**src/rtl/uart_rx.sv**
```systemverilog
// -----------------------------------------------------------------------------
// uart_rx -- oversampling UART receiver with an AXI-Stream style output.
//
// Frame: one start bit (low), DATA_WIDTH data bits (LSB first), one stop bit
// (high). Each bit is sampled once at its midpoint. One bit period lasts
// 8*prescale clocks. The prescale value is captured at the start edge, so it
// may change mid-frame without effect.
//
// Ports
//   clk_i          system clock
//   rstn_i         asynchronous active-low reset
//   rxd            serial line, asynchronous, idles high
//   prescale       clocks per 1/8 bit (0 treated as 1)
//   m_axis_tdata   received word, LSB = first bit on the line
//   m_axis_tvalid  tdata holds an unconsumed word
//   m_axis_tready  downstream accepts the word
//   busy           receiver is inside a frame (any state but IDLE)
//   overrun_error  1-cycle pulse: a new word overwrote an unconsumed one
//   frame_error    1-cycle pulse: stop bit sampled low
// -----------------------------------------------------------------------------
module uart_rx #(
   parameter int DATA_WIDTH = 8
) (
   input  logic                  clk_i,
   input  logic                  rstn_i,
   input  logic                  rxd,
   input  logic [15:0]           prescale,
   output logic [DATA_WIDTH-1:0] m_axis_tdata,
   output logic                  m_axis_tvalid,
   input  logic                  m_axis_tready,
   output logic                  busy,
   output logic                  overrun_error,
   output logic                  frame_error
);

   typedef enum logic [2:0] {
      IDLE,
      START,
      DATA,
      STOP,
      WAIT_IDLE
   } state_t;

   state_t                state_q, state_d;
   logic                  sync1_q, sync2_q;
   logic                  rx;
   // 19 bits hold 8*65535-1 without wrapping.
   logic [18:0]           cnt_q, cnt_d;
   logic [15:0]           p_q, p_d;
   logic [3:0]            bits_q, bits_d;
   logic [DATA_WIDTH-1:0] shift_q, shift_d;
   logic                  done_q, done_d;
   logic                  ferr_d;

   logic [15:0]           p_eff;
   logic [18:0]           half_load;
   logic [18:0]           bit_load;
   logic                  cnt_zero;

   assign rx        = sync2_q;
   assign p_eff     = (prescale == 16'd0) ? 16'd1 : prescale;
   // Half a bit (4*p-1) from the detected edge lands on the start-bit middle.
   assign half_load = {1'b0, p_eff, 2'b00} - 19'd1;
   assign bit_load  = {p_q, 3'b000} - 19'd1;
   assign cnt_zero  = (cnt_q == 19'd0);
   assign busy      = (state_q != IDLE);

   // Two-flop synchronizer; resets to the idle line level so reset release
   // never looks like a start edge unless the line really is low.
   always_ff @(posedge clk_i or negedge rstn_i) begin
      if (!rstn_i) begin
         sync1_q <= 1'b1;
         sync2_q <= 1'b1;
      end else begin
         // NOTE: non-blocking assignments make sync2_q take the old sync1_q,
         // giving two real flop stages; blocking would collapse them into one.
         sync1_q <= rxd;
         sync2_q <= sync1_q;
      end
   end

   // Next-state and datapath logic.
   always_comb begin
      // NOTE: every output of this block gets a default first, so no path
      // leaves a variable unassigned and no latch is inferred.
      state_d = state_q;
      cnt_d   = cnt_q;
      p_d     = p_q;
      bits_d  = bits_q;
      shift_d = shift_q;
      done_d  = 1'b0;
      ferr_d  = 1'b0;

      unique case (state_q)
         IDLE: begin
            if (!rx) begin
               p_d     = p_eff;
               cnt_d   = half_load;
               state_d = START;
            end
         end

         START: begin
            if (cnt_zero) begin
               if (!rx) begin
                  cnt_d   = bit_load;
                  bits_d  = 4'd0;
                  state_d = DATA;
               end else begin
                  // Line went back high before mid start bit: glitch.
                  state_d = IDLE;
               end
            end else begin
               cnt_d = cnt_q - 19'd1;
            end
         end

         DATA: begin
            if (cnt_zero) begin
               shift_d = {rx, shift_q[DATA_WIDTH-1:1]};
               cnt_d   = bit_load;
               if (bits_q == 4'(DATA_WIDTH - 1)) begin
                  state_d = STOP;
               end else begin
                  bits_d = bits_q + 4'd1;
               end
            end else begin
               cnt_d = cnt_q - 19'd1;
            end
         end

         STOP: begin
            if (cnt_zero) begin
               // IDLE is re-entered at mid stop bit so back-to-back frames
               // have half a bit of slack to catch the next start edge.
               if (rx) begin
                  done_d  = 1'b1;
                  state_d = IDLE;
               end else begin
                  ferr_d  = 1'b1;
                  state_d = WAIT_IDLE;
               end
            end else begin
               cnt_d = cnt_q - 19'd1;
            end
         end

         WAIT_IDLE: begin
            // A held-low break reports once, then waits for the line to idle.
            if (rx) begin
               state_d = IDLE;
            end
         end

         default: state_d = IDLE;
      endcase
   end

   always_ff @(posedge clk_i or negedge rstn_i) begin
      if (!rstn_i) begin
         state_q <= IDLE;
         cnt_q   <= '0;
         p_q     <= 16'd1;
         bits_q  <= '0;
         shift_q <= '0;
         done_q  <= 1'b0;
      end else begin
         state_q <= state_d;
         cnt_q   <= cnt_d;
         p_q     <= p_d;
         bits_q  <= bits_d;
         shift_q <= shift_d;
         done_q  <= done_d;
      end
   end

   // Output stage. A completed word always lands; it is an overrun only if
   // the previous word is still pending and not being accepted this cycle.
   always_ff @(posedge clk_i or negedge rstn_i) begin
      if (!rstn_i) begin
         m_axis_tdata  <= '0;
         m_axis_tvalid <= 1'b0;
         overrun_error <= 1'b0;
         frame_error   <= 1'b0;
      end else begin
         frame_error   <= ferr_d;
         overrun_error <= 1'b0;
         if (done_q) begin
            m_axis_tdata  <= shift_q;
            m_axis_tvalid <= 1'b1;
            overrun_error <= m_axis_tvalid && !m_axis_tready;
         end else if (m_axis_tvalid && m_axis_tready) begin
            m_axis_tvalid <= 1'b0;
         end
      end
   end

endmodule

```
**config.mk**
```make
export PLATFORM = sky130hd
export DESIGN_NAME = uart_rx
export DESIGN_NICKNAME = d
export VERILOG_FILES = /design/src/rtl/uart_rx.sv
export SDC_FILE = /design/constraint.sdc
export NUM_CORES = 1
export LEC_CHECK = 0
export CAP_MARGIN = 20
export CORE_ASPECT_RATIO = 1.25
export CORE_MARGIN = 2
export CORE_UTILIZATION = 50
export CTS_CLUSTER_DIAMETER = 50
export DETAILED_ROUTE_END_ITERATION = 7
export PLACE_DENSITY = 0.73
export SETUP_SLACK_MARGIN = 0.5
export SYNTH_ARGS = -nofsm -noshare
export SYNTH_HDL_FRONTEND = slang
export SYNTH_SLANG_ARGS = --single-unit
```
**constraint.sdc**
```tcl
create_clock -name clk_i -period 2.4 [get_ports clk_i]
set_input_delay 0.48 -clock clk_i [delete_from_list [all_inputs] [get_ports clk_i]]
set_output_delay 0.48 -clock clk_i [all_outputs]
set_load 0.02 [all_outputs]
```
==> flow_summary_export.csv <==
group,metric,value,unit
run_status,status,"finished with violations",
run_status,violations,"setup timing",
routing,wl_per_cell,20.0,um
setup_path,startpoint,"prescale[7]",
cells_and_area,drive_gt1_frac,0.485,
timing,rsz0062_at_grt,"yes",
timing,tightest_slew,0.569,ns
setup_path,rr_endpoint,"cnt_q[18]",
synthesis,ys_warn_count,0,
clock_tree,clk_latency,0.35,ns
floorplan,die_h,103,um
clock_tree,clock_sinks,64,
pwr,power_density,469,nW/um^2
setup_path,crit_type,"primary input to flip-flop",
global_route,grt_pass1_wl,18.5,mm
routing,drc_errors,0,
cells_and_area,nets,537,
timing,hold_viol,0,
setup_path,cp_max_fo,2,
timing,finClkSkew,0.00906,ns
synthesis,ys_seq_area_frac,0.411,
clock_tree,htree_num_levels,3,
cells_and_area,syn2layout_area_growth,51.1,%
global_route,grt_overflow_total,0,
routing,drt-total-wl,12.2,mm
floorplan,dieWidth,83.0,um
pwr,peakVddDrop,495,uV
setup_path,rr_startpoint,"p_q[5]",
job,maxCapViolCount,0,
floorplan,num_rows,36,
worst_hold_path,hold_path.class,"primary input to async pin",
routing,vias,3813,
setup_path,rrSetupSlack,0.04,ns
global_route,grt_pass1_vias,3711,
floorplan,core,7700,um^2
clock_tree,cts_tree,"built",
timing,max_slew_margin,0.617,
cells_and_area,n_antenna_cell,0,
routing,antenna_left,0,
floorplan,ioPinCount,32,
place,io_buffers,31,
timing,fmax,0.386,GHz
clock_tree,clock-root-buffer,"clkbuf_8",
synthesis,synth.distinct_cells,68,
routing,first_iter_violations,255,
place,place_congestion,0.903,
timing,setup_viol,5,
setup_path,worst_setup_path_end_kind,"flip-flop",
routing,first_pass_iters,5,
cells_and_area,design_area,5890,um^2
place,hpwl,7.07,mm
synthesis,avgSynthCellArea,9.83,um^2
place,place_area,4730,um^2
setup_path,cp_data_arrival_time,2.82,ns
synthesis,syn-num-nets,422,
floorplan,start_util,0.506,
synthesis,ys.flop_type,"dfrtp_1",
pwr,p_leak,2.55,nW
clock_tree,ctsHoldBuffers,0,
synthesis,synthDominantCellAreaShare,0.391,
synthesis,postSynthCellCount,397,
routing,vias_per_cell,6.23,
synthesis,synth_common_cells,"dfrtp_1, nor2_1, nand2_1, mux2_2, o21ai_0",
synthesis,synth_edf_count,0,
synthesis,synth_area,3900,um^2
timing,postLayoutSetupSlackWorst,-0.190,ns
cells_and_area,fin_util,0.765,
synthesis,async_flop_share,1.00,
setup_path,reg2reg_depth,6,
timing,layout_min_cycle_time,2.59,ns
global_route,antenna_found_initial,0,
timing,min_period_over_period,1.08,
clock_tree,cts_buffers,9,
synthesis,synth_area_leaders,"dfrtp_1, mux2_2, o21ai_0",
setup_path,cp-start-kind,"primary input",
synthesis,synth-seq-cells,64,
clock_tree,cts.path.max_buffers,2,
global_route,track_usage,0.277,
clock_tree,path_clk_slew,0.08,ns
synthesis,synthMostInstantiatedCell,"dfrtp_1",
timing,drv_slew,0,
floorplan,die_area,8530,um^2
synthesis,yosys.area.top_type,"dfrtp_1",
global_route,grt_max_degree,30,
setup_path,worstPathRequired,2.63,ns
## registers in the layout, indices dropped and copies added (netlist names)
register       flops
done_q             1
cnt_q             19
rx                 1
sync1_q            1
state_q            3
overrun_error      1
m_axis_tvalid      1
frame_error        1
bits_q             4
m_axis_tdata       8
shift_q            8
p_q               16
## area by class of cell
class / instances / area (um^2)
clock buffers: 9 / 124
clock inverters: 7 / 48.8
fillers: 455 / 1810
inverters: 8 / 30.0
multi-input cells: 306 / 2770
flip-flops and latches: 64 / 1620
well taps: 95 / 119
repair buffers: 123 / 1190
## placed cells by master, fill, tap and decap left out, drive strengths merged, types with 4 or more instances in the layout
master	count
xor2	11
mux2	30
buf	104
or3	7
dfrtp	61
nand2b	5
clkinv	6
mux2i	5
a21oi	19
nor3	16
dlygate4sd2	4
or4	5
nand4	4
clkbuf	10
clkdlybuf4s50	13
o31ai	4
o21ai	32
ha	5
a31oi	6
nand2	30
nor4	17
nor3b	4
inv	8
o22ai	9
nand3	4
xnor2	15
nor2	35
## worst max path at each step
stage	endpoint	slack [ns]	cells after the start
final	cnt_q[14]	-0.19	11
after detailed placement	cnt_q[14]	-0.74	11
after floorplan	cnt_q[14]	-0.21	10
after global routing	cnt_q[14]	-0.25	11
after global placement	cnt_q[14]	-0.66	11
after CTS	cnt_q[14]	-0.04	11
## power by group
group / leakage (nW) / internal (W) / switching (W)
Sequential: 0.791 / 0.00119 / 0.000185
Combinational: 1.67 / 0.000264 / 0.000293
Clock: 0.0889 / 0.000374 / 0.000464
Total: 2.55 / 0.00182 / 0.000942
## kinds of logic (layout without fill, tap and decap cells)
group                      Yosys count  in the layout  share of synthesized area
AOI/OAI and AO/OA                   90             90                      0.144
muxes                               35             35                     0.0994
buffers and inverters               27            147                     0.0362
DFF                                 64             64                      0.411
xor gates and xnor gates            26             26                     0.0584
adders and majority gates            5              5                     0.0160
and+or+nand+nor                    150            150                      0.234
## layer usage
| layer | track usage | part of all wire | vias to the layer above |
|---|---|---|---|
| met2 | 0.526 | 0.53 | 187 |
| met1 | 0.301 | 0.36 | 1852 |
| li1 | - | - | 1704 |
| met5 | 0 | 0 | - |
| met3 | 0.0432 | 0.052 | 70 |
| met4 | 0.137 | 0.056 | 0 |
## worst max-delay path: stages
cell and delay (ns):
buf_6 0.09, or4_4 0.55, nor4b_4 0.34, a21oi_2 0.12, ha_2 0.19, nor3b_4 0.15, nand4b_1 0.18, xor2_1 0.22
o32a_1 0.19, o221ai_1 0.11, a22o_1 0.20
## timing repair
action | in CTS | in global routing
gates resized for setup | 152 | 46
endpoints found under the hold margin | 0 | 0
setup endpoints to repair | 49 | 50
pin swaps | 48 | 33
gates cloned | 2 | 0
buffers inserted | 36 | 11
## through the flow
stage | total power, W | TNS [ns] | hold WS, ns | cells | setup slack [ns]
2_1_floorplan | 0.00160 | -0.350 | 0.184 | 397 | -0.206
3_3_place_gp | 0.00176 | -6.29 | 0.351 | 547 | -0.658
3_5_place_dp | 0.00178 | -7.11 | 0.350 | 547 | -0.738
4_1_cts | 0.00266 | -0.0443 | 0.0591 | 601 | -0.0443
5_1_grt | 0.00286 | -0.883 | 0.0854 | 612 | -0.246
6_report | 0.00277 | -0.313 | 0.0556 | 612 | -0.190
Power figures use the tool's default switching activity.
